File: config.mk
export PLATFORM = sky130hd
export DESIGN_NAME = intercpu_cluster_arb
export DESIGN_NICKNAME = d
export VERILOG_FILES = /design/src/rtl/intercpu_cluster_arb_pkg.sv /design/src/rtl/intercpu_rr_pick.sv /design/src/rtl/intercpu_cluster_arb.sv
export SDC_FILE = /design/constraint.sdc
export NUM_CORES = 1
export LEC_CHECK = 0
export CAP_MARGIN = 30
export CELL_PAD_IN_SITES_DETAIL_PLACEMENT = 0
export CELL_PAD_IN_SITES_GLOBAL_PLACEMENT = 1
export CORE_UTILIZATION = 26
export DETAILED_ROUTE_END_ITERATION = 10
export PLACE_DENSITY = 0.75
export REMOVE_ABC_BUFFERS = 1
export SLEW_MARGIN = 20
export SYNTH_ARGS = -nofsm -noshare
export SYNTH_HDL_FRONTEND = slang
export SYNTH_SLANG_ARGS = --single-unit
File: constraint.sdc
create_clock -name clk -period 1.3 [get_ports clk]
set_input_delay 0.13 -clock clk [delete_from_list [all_inputs] [get_ports clk]]
set_output_delay 0.13 -clock clk [all_outputs]
set_load 0.02 [all_outputs]
File: src/rtl/intercpu_cluster_arb_pkg.sv
// intercpu_cluster_arb_pkg: shared FSM encoding and field widths
// for the inter-CPU ST cluster arbiter.
package intercpu_cluster_arb_pkg;

  typedef enum logic [1:0] {
    IDLE   = 2'd0,
    ACCESS = 2'd1,
    RESP   = 2'd2
  } arb_state_t;

  localparam int JW = 3;
  localparam int CW = 3;
  localparam int DW = 64;

endpackage

File: src/rtl/intercpu_rr_pick.sv
// intercpu_rr_pick: combinational round-robin selector,
// one-hot pick of the first request at or after ptr.
module intercpu_rr_pick #(
  parameter int N  = 2,
  parameter int PW = 1
) (
  input  logic [N-1:0]  req,
  input  logic [PW-1:0] ptr,
  output logic [N-1:0]  pick
);

  logic found;

  always_comb begin
    pick  = '0;
    found = 1'b0;
    for (int i = 0; i < N; i++) begin
      if (!found && req[(int'(ptr) + i) % N]) begin
        pick[(int'(ptr) + i) % N] = 1'b1;
        found = 1'b1;
      end
    end
  end

endmodule

File: src/rtl/intercpu_cluster_arb.sv
// intercpu_cluster_arb: round-robin arbiter for shared ST clusters.
// Define INTERCPU_ARB_LOCK_EN for the bounded per-CPU grant lock.
module intercpu_cluster_arb
  import intercpu_cluster_arb_pkg::*;
#(
  parameter int N_CPU    = 2,
  parameter int N_CLUS   = 3,
  parameter int LOCK_MAX = 15
) (
  input  logic                  clk,
  input  logic                  rst,
  input  logic [N_CPU-1:0]      i_req,
  input  logic [N_CPU-1:0]      i_we,
  input  logic [CW*N_CPU-1:0]   i_cln,
  input  logic [JW*N_CPU-1:0]   i_j,
  input  logic [DW*N_CPU-1:0]   i_wdata,
  input  logic [N_CPU-1:0]      i_lock,
  input  logic [DW-1:0]         i_si,
  output logic [N_CPU-1:0]      o_gnt,
  output logic [N_CPU-1:0]      o_rvalid,
  output logic [DW-1:0]         o_rdata,
  output logic [N_CPU-1:0]      o_err,
  output logic [CW-1:0]         o_mux_cln,
  output logic [JW-1:0]         o_mux_j,
  output logic                  o_st_we,
  output logic [DW-1:0]         o_st_wdata
);

  localparam int PW = (N_CPU > 1) ? $clog2(N_CPU) : 1;

  arb_state_t state, state_d;

  logic [PW-1:0]    ptr, ptr_d;
  logic [PW-1:0]    sel, sel_d;
  logic [PW-1:0]    pidx;
  logic             we_q, we_d;
  logic             ok_q, ok_d;
  logic [CW-1:0]    cln_q, cln_d, pcln;
  logic [JW-1:0]    j_q, j_d;
  logic [DW-1:0]    wd_q, wd_d;
  logic [N_CPU-1:0] req_eff, pick;
  logic [N_CPU-1:0] gnt_d, rv_d, err_d;
  logic [DW-1:0]    rd_d, stwd_d;
  logic [CW-1:0]    mcln_d;
  logic [JW-1:0]    mj_d;
  logic             stwe_d;
  logic             lock_hold;

  intercpu_rr_pick #(
    .N  (N_CPU),
    .PW (PW)
  ) u_pick (
    .req  (req_eff),
    .ptr  (ptr),
    .pick (pick)
  );

  always_comb begin
    pidx = '0;
    for (int i = 0; i < N_CPU; i++) begin
      if (pick[i]) pidx = PW'(i);
    end
  end

  assign pcln = i_cln[pidx*CW +: CW];

`ifdef INTERCPU_ARB_LOCK_EN
  localparam int LW = $clog2(LOCK_MAX + 1);

  logic          lk_on, lk_on_d;
  logic [PW-1:0] lk_cpu, lk_cpu_d;
  logic [LW-1:0] lk_cnt, lk_cnt_d;

  // lock counts grants already given to the locking CPU
  assign lock_hold = lk_on && i_lock[lk_cpu]
                  && (lk_cnt < LW'(LOCK_MAX));
  assign req_eff = lock_hold
                 ? (i_req & (N_CPU'(1) << lk_cpu))
                 : i_req;

  always_comb begin
    lk_on_d  = lk_on;
    lk_cpu_d = lk_cpu;
    lk_cnt_d = lk_cnt;
    if (state == IDLE) begin
      if (!lock_hold) begin
        lk_on_d  = 1'b0;
        lk_cnt_d = '0;
      end
      if (|pick) begin
        if (lock_hold) begin
          lk_cnt_d = lk_cnt + 1'b1;
        end else if (i_lock[pidx]) begin
          lk_on_d  = 1'b1;
          lk_cpu_d = pidx;
          lk_cnt_d = LW'(1);
        end
      end
    end
  end

  always_ff @(posedge clk) begin
    if (rst) begin
      lk_on  <= 1'b0;
      lk_cpu <= '0;
      lk_cnt <= '0;
    end else begin
      lk_on  <= lk_on_d;
      lk_cpu <= lk_cpu_d;
      lk_cnt <= lk_cnt_d;
    end
  end
`else
  logic unused_lock;
  assign unused_lock = ^i_lock;
  assign lock_hold   = 1'b0;
  assign req_eff     = i_req;
`endif

  always_comb begin
    state_d = state;
    ptr_d   = ptr;
    sel_d   = sel;
    we_d    = we_q;
    ok_d    = ok_q;
    cln_d   = cln_q;
    j_d     = j_q;
    wd_d    = wd_q;
    gnt_d   = '0;
    rv_d    = '0;
    err_d   = '0;
    rd_d    = o_rdata;
    mcln_d  = '0;
    mj_d    = '0;
    stwe_d  = 1'b0;
    stwd_d  = '0;
    unique case (state)
      IDLE: begin
        if (|pick) begin
          gnt_d   = pick;
          sel_d   = pidx;
          we_d    = i_we[pidx];
          cln_d   = pcln;
          j_d     = i_j[pidx*JW +: JW];
          wd_d    = i_wdata[pidx*DW +: DW];
          ok_d    = (pcln != '0) && (int'(pcln) <= N_CLUS);
          state_d = ACCESS;
          if (!lock_hold) begin
            ptr_d = (pidx == PW'(N_CPU - 1)) ? '0 : pidx + 1'b1;
          end
        end
      end
      ACCESS: begin
        mcln_d     = ok_q ? cln_q : '0;
        mj_d       = j_q;
        stwd_d     = wd_q;
        stwe_d     = we_q & ok_q;
        err_d[sel] = ~ok_q;
        state_d    = we_q ? IDLE : RESP;
      end
      RESP: begin
        rd_d      = ok_q ? i_si : '0;
        rv_d[sel] = 1'b1;
        state_d   = IDLE;
      end
      default: state_d = IDLE;
    endcase
  end

  always_ff @(posedge clk) begin
    if (rst) begin
      state      <= IDLE;
      ptr        <= '0;
      sel        <= '0;
      we_q       <= 1'b0;
      ok_q       <= 1'b0;
      cln_q      <= '0;
      j_q        <= '0;
      wd_q       <= '0;
      o_gnt      <= '0;
      o_rvalid   <= '0;
      o_rdata    <= '0;
      o_err      <= '0;
      o_mux_cln  <= '0;
      o_mux_j    <= '0;
      o_st_we    <= 1'b0;
      o_st_wdata <= '0;
    end else begin
      state      <= state_d;
      ptr        <= ptr_d;
      sel        <= sel_d;
      we_q       <= we_d;
      ok_q       <= ok_d;
      cln_q      <= cln_d;
      j_q        <= j_d;
      wd_q       <= wd_d;
      o_gnt      <= gnt_d;
      o_rvalid   <= rv_d;
      o_rdata    <= rd_d;
      o_err      <= err_d;
      o_mux_cln  <= mcln_d;
      o_mux_j    <= mj_d;
      o_st_we    <= stwe_d;
      o_st_wdata <= stwd_d;
    end
  end

endmodule

==> impl_results.md <==
- Starting DRT DRC Count: 513
- Drt pass-1 iters: 7
- Vias: about 6,400
- Clock sink count: 217
- Failing checks: setup timing
- Slew HR: between 70% and 80%
- Clock network power share: a little over 40%
- Max Cap Viol: 0
- Cell variety after synth: 26
- Finished Layout Cells: roughly 1,400
- CTS tree: built
- Initial antenna violation count: 2
- Internal cell power: between 0.01 and 0.015 W
- Total net switching power: 0.00393 W
- Vias in the first global route: 6,467
- VDD IR-drop max: 0.00103 V
- Drt wl/cell: 20.7 µm
- Synth Flop Type: dfxtp_1
- Remaining DRCs: 0
- Worst-Skew Late Latency: a little over 0.5 ns
- Htree depth: 1
- Final hold slack: 0.0795 ns
- Period minus WS final: ~1.6 ns
- Post-route cell area: 12,800 µm²
- Met3 WL post-DR: 2940 µm
- Clock skew: 0.0165 ns
- Worst slew pin tran: 0.404 ns
- Combinational share of power: 16.3%
- Synth warn: 0
- CP Class: reg -> reg
- P per Cell Area: 1290 nW/µm²
- Req. time, crit path: 1.74 ns
- Unrepaired setup endpoints after global routing: true
- Metal2 WL: 14,300 µm
- Most frequent cells in the layout: dfxtp_1, clkdlybuf4s50_1, nor2_1
- Util after Layout: 50.2%
- Crit path capture type: flip-flop
- GRT Resource Usage Total: 18.7%
- Worst-case clock buffer depth: 3
- Max-slew violation count: 0
- Register area share after synthesis: roughly 64%
- Final period util: 120%
- Number of synthesized flops with an enable pin: 0
- DRT met1 WL: 10,100 µm
- Synth Area per Inst: 11.5 µm²
- Synthesized cell area: 6820 µm²
- DRT antenna net count: 0
- Buffers on Ports: 350
- First-pass GRT wire length: between 30,000 and 40,000 µm
- Hold WC Path Type: in -> reg
- Vias/cell: 4.73
- Die ar.: between 20,000 and 30,000 µm²
- Arrival time worst endpoint: 2.00 ns
- Fillers: 2,323
- Peak Freq: 0.639 GHz
- Nets: about 1,200
- Setup WS post-layout: -0.265 ns
- WL final: approximately 28,000 µm
- P_leak: 5.18 nW
- Share of layout cells above drive strength 1: 28.1%
- Hold Buf Count CTS: 0
- Cell Area, Placed: 10,900 µm²
- Final global-route overflow total: 0
- Synthesized flop and latch total: 217
- Part of the power in registers: 42.9%
- Largest net degree at the start of global routing: slightly below 80
- DPL Wire Length: roughly 16,000 µm
- Die Height: 164 µm
- Post-synthesis async set-or-reset flop share: 0%
- Site row count: 58
- Clk pin slew, worst setup/hold paths: roughly 0.060 ns
- IO Count: 353
- Worst setup SP type: flip-flop
- Global placer's final weighted congestion: approximately 0.75
- CP max FO: 12
- Area growth, synth to finish: 87.4%
- PnR Total Power: 0.0165 W
- Core ar.: 25,500 µm²
- Root Buffer: clkbuf_16
- # setup viols final: just over 200
- Placed insts: 1,257
- Status: finished, violations left
- Starting density of the core: 26.8%
- Synth Instances: about 600
- Die X: 164 µm
- Total CTS buffers: 25
- Commonest non-fill, non-tap cell in the layout: dfxtp_1
- Highest routed layer: met5
- Switching share of power: 23.8%
- Fin. Hold Viols: 0
-- layer usage --
layer | vias to the layer above | GRT usage [%]
met4 | 2 | 4.67
li1 | 3032 | -
met5 | - | 0
met1 | 3017 | 20.3
met2 | 308 | 33.9
met3 | 37 | 6.99
-- cells in the mapped netlist, types with 2 or more instances --
library cell    n  area, µm²
and3_1          4       25.0
inv_1           2       7.51
buf_2          11       55.1
nand2_1         8       30.0
nor3b_1         2       15.0
nor3_1          5       25.0
a22oi_1         8       60.1
buf_6           7       78.8
clkbuf_1       33        124
nor2b_1         3       18.8
and2_1         69        432
nor2_1         73        274
o21ai_0         3       15.0
a22o_1         64        561
dfxtp_1       217       4340
a21oi_1        11       55.1
or3_1           2       12.5
a222oi_1       62        621
-- power groups by stage --
stage / clock network, W / registers, W / logic, W
6_report: 0.00673 / 0.00708 / 0.00268
5_1_grt: 0.00716 / 0.00711 / 0.00285
4_1_cts: 0.00689 / 0.00707 / 0.00244
3_5_place_dp: 0 / 0.00722 / 0.00198
3_3_place_gp: 0 / 0.00721 / 0.00196
2_1_floorplan: 0 / 0.00726 / 0.000636
-- cells by family (layout without fill, tap and decap cells) --
family,Yosys count,in the layout,synth area share (%)
AO/OA/AOI/OAI,152,152,19.7
buffers and inverters,54,482,3.94
flip-flops,217,217,63.7
AND/OR/NAND/NOR,169,169,12.6
other,0,2,0
-- flip-flops by register name (all words and copies together) (netlist names) --
register and cells:
wd_q 64, sel 1, o_rvalid 2, o_rdata 64, o_st_wdata 64, o_err 2, o_st_we 1, o_mux_j 3
ptr 1, state 2, o_mux_cln 3, ok_q 1, j_q 3, o_gnt 2, we_q 1, cln_q 3
-- per-stage QoR --
| stage | setup TNS [ns] | worst slack [ns] |
|---|---|---|
| after global placement | -30.80 | -0.353 |
| after floorplan | -494.70 | -3.39 |
| final | -28.66 | -0.265 |
| after detailed placement | -34.26 | -0.402 |
| after global routing | -37.79 | -0.306 |
| after CTS | -27.13 | -0.237 |
-- worst paths after layout --
| kind | end | slack [ns] | from | cells after the start |
|---|---|---|---|---|
| max | wd_q[19]$_SDFFE_PP0P_ | -0.26 | state[0]$_SDFFE_PP0P_ | 7 |
| min | sel$_SDFFE_PP0P_ | 0.08 | rst | 3 |
| max reg2reg | wd_q[19]$_SDFFE_PP0P_ | -0.26 | state[0]$_SDFFE_PP0P_ | 7 |
| min reg2reg | o_st_wdata[19]$_SDFF_PP0_ | 0.45 | wd_q[19]$_SDFFE_PP0P_ | 1 |
-- area by class of cell --
cell class	count	area, µm²	share of cell area (%)
tap	330	413	3.23
inverter	2	11.3	0.0881
sequential	217	4350	34.1
clock inverter	4	51.3	0.401
multi-input combinational	321	2400	18.8
timing repair buffer	440	4810	37.7
clock buffer	36	727	5.69
antenna	2	5.00	0.0392
-- critical path: stages (launching register included) --
cell and delay [ns]:
dfxtp_4 0.35, or2_4 0.28, buf_6 0.13, nor2_4 0.14, buf_12 0.19, buf_16 0.15, a22oi_1 0.09, a21oi_2 0.14
-- repair_timing --
item,4_1_cts,5_1_grt
resized for setup,413,117
setup endpoints to repair,340,270
pin swaps,76,79
setup buffers,24,9
gates cloned,17,13
No activity file was read; power rests on OpenSTA's default activity.
